<file path="config.mk">
export PLATFORM = sky130hd
export DESIGN_NAME = xor_up_absorb_flat
export DESIGN_NICKNAME = d
export VERILOG_FILES = /design/src/rtl/xor_up_absorb_if.sv /design/src/rtl/xor_up_absorb.sv /design/src/flat_wrapper.sv
export SDC_FILE = /design/constraint.sdc
export NUM_CORES = 1
export LEC_CHECK = 0
export ABC_AREA = 0
export ABC_CLOCK_PERIOD_IN_PS = 1950
export CAP_MARGIN = 40
export CORE_AREA = 2 2 407 409
export DETAILED_ROUTE_END_ITERATION = 10
export DIE_AREA = 0 0 409 411
export GPL_TIMING_DRIVEN = 0
export PLACE_DENSITY_LB_ADDON = 0.25
export SYNTH_ARGS = -nofsm -noshare
export SYNTH_HDL_FRONTEND = slang
export SYNTH_SLANG_ARGS = --single-unit
export TNS_END_PERCENT = 100
</file>
<file path="constraint.sdc">
create_clock -name clock_i -period 1.95 [get_ports clock_i]
set_input_delay 0.39 -clock clock_i [delete_from_list [all_inputs] [get_ports clock_i]]
set_output_delay 0.39 -clock clock_i [all_outputs]
set_load 0.01 [all_outputs]
</file>
<file path="src/rtl/xor_up_absorb_if.sv">
`default_nettype none
// ============================================================================
// Module      : xor_up_absorb_if
// Description : Handshake/data bundle between the rate-side XOR block, the
//               permutation core and the controller. The state is carried as
//               five 64-bit words, word 0 being the rate word S[0].
// Revision    : 1.0 - initial release
// ============================================================================
interface xor_up_absorb_if;
  logic                start_i;
  logic                mode_i;
  logic [127:0]        key_i;
  logic [4:0][63:0]    state_i;
  logic                perm_done_i;
  logic [63:0]         data_i;
  logic                data_valid_i;
  logic                last_i;
  logic                data_ready_o;
  logic [4:0][63:0]    state_o;
  logic                perm_start_o;
  logic [63:0]         dout_o;
  logic                dout_valid_o;
  logic [127:0]        tag_o;
  logic                tag_valid_o;
  logic                busy_o;
  logic                error_o;

  // The absorb block itself
  modport slave (
    input  start_i, mode_i, key_i, state_i, perm_done_i, data_i, data_valid_i, last_i,
    output data_ready_o, state_o, perm_start_o, dout_o, dout_valid_o, tag_o,
           tag_valid_o, busy_o, error_o
  );

  // Controller / permutation side
  modport master (
    output start_i, mode_i, key_i, state_i, perm_done_i, data_i, data_valid_i, last_i,
    input  data_ready_o, state_o, perm_start_o, dout_o, dout_valid_o, tag_o,
           tag_valid_o, busy_o, error_o
  );
endinterface
`default_nettype wire

</file>
<file path="src/rtl/xor_up_absorb.sv">
`default_nettype none
// ============================================================================
// Module      : xor_up_absorb
// Description : Rate-side absorb/squeeze stage. Owns the working state,
//               XORs data blocks into S[0], emits cipher/plain words, injects
//               the key into S[1]/S[2] before finalisation, produces the tag
//               and drives the permutation through a start/done handshake
//               guarded by a watchdog.
// Revision    : 1.0 - initial release
// ============================================================================
module xor_up_absorb #(
  parameter int RATE_W       = 64,
  parameter int PERM_TIMEOUT = 64
) (
  input  wire logic      clock_i,
  input  wire logic      resetb_i,
  xor_up_absorb_if.slave bus
);

  // Only a 64-bit rate is supported; stop elaboration for anything else.
  if (RATE_W != 64) begin : g_rate_check
    $error("xor_up_absorb: RATE_W must be 64");
  end

  localparam bit c_wd_en  = (PERM_TIMEOUT != 0);
  localparam int c_cnt_w  = (PERM_TIMEOUT > 1) ? $clog2(PERM_TIMEOUT + 1) : 1;
  localparam logic [c_cnt_w-1:0] c_cnt_last = c_cnt_w'((PERM_TIMEOUT > 0) ? PERM_TIMEOUT - 1 : 0);
  localparam logic [c_cnt_w-1:0] c_cnt_max  = '1;

  typedef enum logic [1:0] {
    ST_IDLE   = 2'd0,
    ST_ABSORB = 2'd1,
    ST_PERM   = 2'd2,
    ST_FINAL  = 2'd3
  } state_t;

  state_t             r_fsm;
  state_t             w_fsm_next;
  logic               w_xfer;
  logic               w_done;
  logic               w_timeout;
  logic [63:0]        w_cipher;

  logic [4:0][63:0]   r_state;
  logic [127:0]       r_key;
  logic               r_mode;
  logic [c_cnt_w-1:0] r_cnt;
  logic               r_data_ready;
  logic               r_perm_start;
  logic [63:0]        r_dout;
  logic               r_dout_valid;
  logic [127:0]       r_tag;
  logic               r_tag_valid;
  logic               r_error;

  assign w_cipher = r_state[0] ^ bus.data_i;

  // Next-state decode; done takes priority over a simultaneous timeout.
  always_comb begin
    w_fsm_next = r_fsm;
    w_xfer     = 1'b0;
    w_done     = 1'b0;
    w_timeout  = 1'b0;
    case (r_fsm)
      ST_IDLE: begin
        if (bus.start_i) w_fsm_next = ST_ABSORB;
      end
      ST_ABSORB: begin
        if (bus.data_valid_i && r_data_ready) begin
          w_xfer     = 1'b1;
          w_fsm_next = bus.last_i ? ST_FINAL : ST_PERM;
        end
      end
      ST_PERM, ST_FINAL: begin
        if (bus.perm_done_i) begin
          w_done     = 1'b1;
          w_fsm_next = (r_fsm == ST_PERM) ? ST_ABSORB : ST_IDLE;
        end else if (c_wd_en && (r_cnt == c_cnt_last)) begin
          w_timeout  = 1'b1;
          w_fsm_next = ST_IDLE;
        end
      end
      default: w_fsm_next = ST_IDLE;
    endcase
  end

  // FSM state register.
  always_ff @(posedge clock_i or negedge resetb_i) begin
    if (!resetb_i) r_fsm <= ST_IDLE;
    else           r_fsm <= w_fsm_next;
  end

  // Watchdog counter: cleared by the transfer that enters PERM/FINAL, saturating.
  always_ff @(posedge clock_i or negedge resetb_i) begin
    if (!resetb_i) begin
      r_cnt <= '0;
    end else if (w_xfer) begin
      r_cnt <= '0;
    end else if (((r_fsm == ST_PERM) || (r_fsm == ST_FINAL)) && (r_cnt != c_cnt_max)) begin
      r_cnt <= r_cnt + c_cnt_w'(1);
    end
  end

  // Working state, key/mode capture, output registers and one-cycle pulses.
  always_ff @(posedge clock_i or negedge resetb_i) begin
    if (!resetb_i) begin
      r_state      <= '0;
      r_key        <= '0;
      r_mode       <= 1'b0;
      r_data_ready <= 1'b0;
      r_perm_start <= 1'b0;
      r_dout       <= '0;
      r_dout_valid <= 1'b0;
      r_tag        <= '0;
      r_tag_valid  <= 1'b0;
      r_error      <= 1'b0;
    end else begin
      r_dout_valid <= 1'b0;
      r_perm_start <= 1'b0;
      r_tag_valid  <= 1'b0;
      r_error      <= 1'b0;
      r_data_ready <= (w_fsm_next == ST_ABSORB);

      if ((r_fsm == ST_IDLE) && bus.start_i) begin
        r_state <= bus.state_i;
        r_key   <= bus.key_i;
        r_mode  <= bus.mode_i;
        r_tag   <= '0;
      end

      if (w_xfer) begin
        r_dout       <= w_cipher;
        r_dout_valid <= 1'b1;
        r_perm_start <= 1'b1;
        // Decrypt keeps the ciphertext so both sides evolve the same state.
        r_state[0]   <= r_mode ? bus.data_i : w_cipher;
        if (bus.last_i) begin
          r_state[1] <= r_state[1] ^ r_key[127:64];
          r_state[2] <= r_state[2] ^ r_key[63:0];
        end
      end

      if (w_done) begin
        r_state <= bus.state_i;
        if (r_fsm == ST_FINAL) begin
          r_tag       <= {bus.state_i[3] ^ r_key[127:64], bus.state_i[4] ^ r_key[63:0]};
          r_tag_valid <= 1'b1;
        end
      end

      if (w_timeout) r_error <= 1'b1;
    end
  end

  assign bus.data_ready_o = r_data_ready;
  assign bus.state_o      = r_state;
  assign bus.perm_start_o = r_perm_start;
  assign bus.dout_o       = r_dout;
  assign bus.dout_valid_o = r_dout_valid;
  assign bus.tag_o        = r_tag;
  assign bus.tag_valid_o  = r_tag_valid;
  assign bus.busy_o       = (r_fsm != ST_IDLE);
  assign bus.error_o      = r_error;

endmodule
`default_nettype wire
</file>
<file path="src/flat_wrapper.sv">
// flat-port wrapper written by rule: the top's interface ports become plain ports
module xor_up_absorb_flat 
#(
  parameter int RATE_W       = 64,
  parameter int PERM_TIMEOUT = 64
)
  (clock_i, resetb_i, bus_start_i, bus_mode_i, bus_key_i, bus_state_i, bus_perm_done_i, bus_data_i, bus_data_valid_i, bus_last_i, bus_data_ready_o, bus_state_o, bus_perm_start_o, bus_dout_o, bus_dout_valid_o, bus_tag_o, bus_tag_valid_o, bus_busy_o, bus_error_o);
  xor_up_absorb_if bus_i ();
  input  wire logic clock_i;
  input  wire logic resetb_i;
  input wire logic [$bits(bus_i.start_i)-1:0] bus_start_i;
  input wire logic [$bits(bus_i.mode_i)-1:0] bus_mode_i;
  input wire logic [$bits(bus_i.key_i)-1:0] bus_key_i;
  input wire logic [$bits(bus_i.state_i)-1:0] bus_state_i;
  input wire logic [$bits(bus_i.perm_done_i)-1:0] bus_perm_done_i;
  input wire logic [$bits(bus_i.data_i)-1:0] bus_data_i;
  input wire logic [$bits(bus_i.data_valid_i)-1:0] bus_data_valid_i;
  input wire logic [$bits(bus_i.last_i)-1:0] bus_last_i;
  output wire logic [$bits(bus_i.data_ready_o)-1:0] bus_data_ready_o;
  output wire logic [$bits(bus_i.state_o)-1:0] bus_state_o;
  output wire logic [$bits(bus_i.perm_start_o)-1:0] bus_perm_start_o;
  output wire logic [$bits(bus_i.dout_o)-1:0] bus_dout_o;
  output wire logic [$bits(bus_i.dout_valid_o)-1:0] bus_dout_valid_o;
  output wire logic [$bits(bus_i.tag_o)-1:0] bus_tag_o;
  output wire logic [$bits(bus_i.tag_valid_o)-1:0] bus_tag_valid_o;
  output wire logic [$bits(bus_i.busy_o)-1:0] bus_busy_o;
  output wire logic [$bits(bus_i.error_o)-1:0] bus_error_o;
  assign bus_i.start_i = bus_start_i;
  assign bus_i.mode_i = bus_mode_i;
  assign bus_i.key_i = bus_key_i;
  assign bus_i.state_i = bus_state_i;
  assign bus_i.perm_done_i = bus_perm_done_i;
  assign bus_i.data_i = bus_data_i;
  assign bus_i.data_valid_i = bus_data_valid_i;
  assign bus_i.last_i = bus_last_i;
  assign bus_data_ready_o = bus_i.data_ready_o;
  assign bus_state_o = bus_i.state_o;
  assign bus_perm_start_o = bus_i.perm_start_o;
  assign bus_dout_o = bus_i.dout_o;
  assign bus_dout_valid_o = bus_i.dout_valid_o;
  assign bus_tag_o = bus_i.tag_o;
  assign bus_tag_valid_o = bus_i.tag_valid_o;
  assign bus_busy_o = bus_i.busy_o;
  assign bus_error_o = bus_i.error_o;
  xor_up_absorb #(.RATE_W(RATE_W), .PERM_TIMEOUT(PERM_TIMEOUT)) u_core (.clock_i(clock_i), .resetb_i(resetb_i), .bus(bus_i));
endmodule
</file>
==> metrics.cfg <==
[timing]
rsz0062_at_grt = yes
setup-tns-final_ns = -26.66
period_needed_ns = 2.13
relSlewSlack = 0.486
hold_viol = 76
setup_ws_ns = -0.177
max_freq_ghz = 0.470
setup_viol = 398
holdWs_ns = -0.366
fin_crit_sh = 1.09
clock_skew_ns = 0.0355
tightest_slew_ns = 0.770
slew_violations = 0

[global_route]
grt_pass1_wl_um = 217000
antenna_found_initial = 28
grt_overflow = 0
use_met1 = 0.230
grt_util_met2 = 0.303
groute.usage.overall = 0.182
grt_use_met3 = 0.0447
grt_pass1_vias = 26736
grt_busiest_layer = met2
grt_max_degree = 109

[synth]
synth_cell_type_count = 36
syn-num-nets = 3276
syn_inst = 2756
yosysSeqAreaShare = 0.563
avgSynthCellArea_um2 = 10.5
synth-edff-count = 0
async_flop_share = 1.00
synth_flop_cell = dfrtp_1
yosys_warnings = 0
ys_seq_elements = 654
syn_area_um2 = 29100

[critical_path]
arrival_ns = 2.70
crit_path_end_kind = flop
crit_fanout = 10
crit_required_ns = 2.52
worstSetupPathType = reg2reg
startpoint_type = flop

[power]
powerDensity_nw_per_um2 = 1640
power.total_uw = 81000
leakagePower_uw = 0.0248
ir_drop_uv = 858

[floorplanning]
dieArea_um2 = 168000
core_area_um2 = 164000
dieWidth_um = 409
fp-row-count = 149
die_y_um = 411
io_pins = 1037
start_util = 0.177

[run_status]
violations = hold timing, setup timing
outcome = finished, violations left

[worst_hold_path]
hold_path.class = in2async

[placed_design]
place.port_buffers = 1036
dpl_worst_slack_ns = -1.63
place_hpwl_um = 120000
placed_area_um2 = 42600
gp_congestion = 0.846

[layout]
syn_to_final_growth_pct = 70.0
fin_nets = 4496
regArea_um2 = 16400
final_area_um2 = 49400
multi_input_area_um2 = 12500
mostFrequentLayoutCells = 648 x dfrtp_1, 536 x nand2_1, 523 x clkdlybuf4s50_1
drive_gt1_frac = 0.170
final_common_cell = dfrtp_1
fill_cells = 17032

[clock_network]
clkTransAtPathRegs_ns = 0.06
clk_latency_ns = 0.70
numClockSinks = 654
cts_tree = done
cts_max_level = 3
numCtsBuffers = 85
cts_buffer_depth = 3
cts_root_buffer = clkbuf_16

[route]
wl_per_cell_um = 25.6
antenna_left = 0
drc = 0
viasPerCell = 4.21
num_vias = 26304
wl_um = 160000
drt_iter0_markers = 1544
firstDrtPassIters = 6

[run]
cap_violations = 0

==> timing repair <==
item / in CTS / in global routing
endpoints found under the hold margin: 76 / 76
setup buffers: 50 / 32
endpoints found under the setup margin: 1163 / 1164
cloned: 14 / 10
gates resized for setup: 511 / 678
pin swaps: 7 / 79
==> path summary, 6_finish.rpt <==
check | startpoint | endpoint | slack (ns) | depth (start not counted)
max | u_core.r_fsm[1] | u_core.r_key[98] | -0.18 | 9
min | resetb_i | u_core.bus.tag_o[45] | -0.37 | 1
max reg2reg | u_core.r_fsm[1] | u_core.r_key[98] | -0.18 | 9
min reg2reg | u_core.bus.state_o[224] | u_core.bus.state_o[224] | 0.46 | 2
max in group asynchronous | resetb_i | u_core.bus.tag_o[87] | 0.25 | 4
min in group clock_i | bus_state_i[319] | u_core.bus.state_o[319] | 0.28 | 3
==> per-stage QoR <==
step,cells,utilization
after global placement,5981,0.257
after CTS,6210,0.289
final,6254,0.302
after detailed placement,6000,0.260
after global routing,6241,0.301
after floorplan,2756,-
==> state kept, by name, summed over array words and instances, names as in the netlist, 2 cells and up <==
signal / count
u_core.r_cnt: 7
u_core.r_fsm: 2
u_core.r_key: 128
u_core.bus.dout_o: 64
u_core.bus.tag_o: 128
u_core.bus.state_o: 320
==> Yosys cell counts, types with 9 or more instances <==
library cell | count | share of area
o21ai_0 | 194 | 0.033
clkbuf_1 | 84 | 0.011
buf_2 | 87 | 0.015
nand3_1 | 9 | 0.0015
nor2b_1 | 63 | 0.014
a221o_1 | 62 | 0.021
nor2_1 | 201 | 0.026
and4_1 | 127 | 0.038
buf_6 | 10 | 0.0039
nand2_1 | 582 | 0.075
mux2_2 | 129 | 0.050
nor3_2 | 35 | 0.012
a211oi_1 | 130 | 0.034
dfrtp_1 | 654 | 0.56
nor3_1 | 98 | 0.017
xnor2_1 | 256 | 0.077
==> layer usage <==
| layer | wire [um] | vias to the layer above | share of wire |
|---|---|---|---|
| met2 | 78300 | 856 | 0.49 |
| met5 | 80 | - | 0.00050 |
| met1 | 66900 | 13260 | 0.42 |
| met3 | 10600 | 187 | 0.066 |
| li1 | - | 11989 | - |
| met4 | 4420 | 12 | 0.028 |
==> cell families (layout without fill, tap and decap cells) <==
group                    Yosys count  after routing  share of synthesized area
AND/OR/NAND/NOR                 1129           1129                      0.187
flip-flops                       654            654                      0.563
AO/OA/AOI/OAI                    396            396                     0.0908
XOR/XNOR                         256            256                     0.0772
buffers and inverters            190           1474                     0.0311
multiplexers                     130            130                     0.0503
adder cells (fa/ha/maj)            1              1                   0.000431
other                              0             25                          0
==> area by class of cell <==
type,instances,area share
flip-flops and latches,654,0.331
clock buffers,129,0.0511
inverters,3,0.000228
well taps,2189,0.0554
clock inverters,22,0.00608
plain buffers,170,0.0374
repair buffers,1150,0.264
diodes,25,0.00127
multi-input cells,1912,0.253
==> critical path, cell delays in order (launching register included) <==
cell       delay, ns
dfrtp_2         0.43
buf_6           0.13
nor3b_4         0.22
buf_8           0.14
buf_12          0.13
clkbuf_16       0.15
buf_16          0.13
buf_16          0.16
buf_12          0.16
mux2_2          0.33
==> where the power goes <==
part / leakage, uW / internal [uW] / switching (uW)
Clock: 0.00137 / 9480 / 6770
Combinational: 0.0155 / 19400 / 19600
Sequential: 0.00796 / 19800 / 5930
Power figures use the tool's default switching activity.
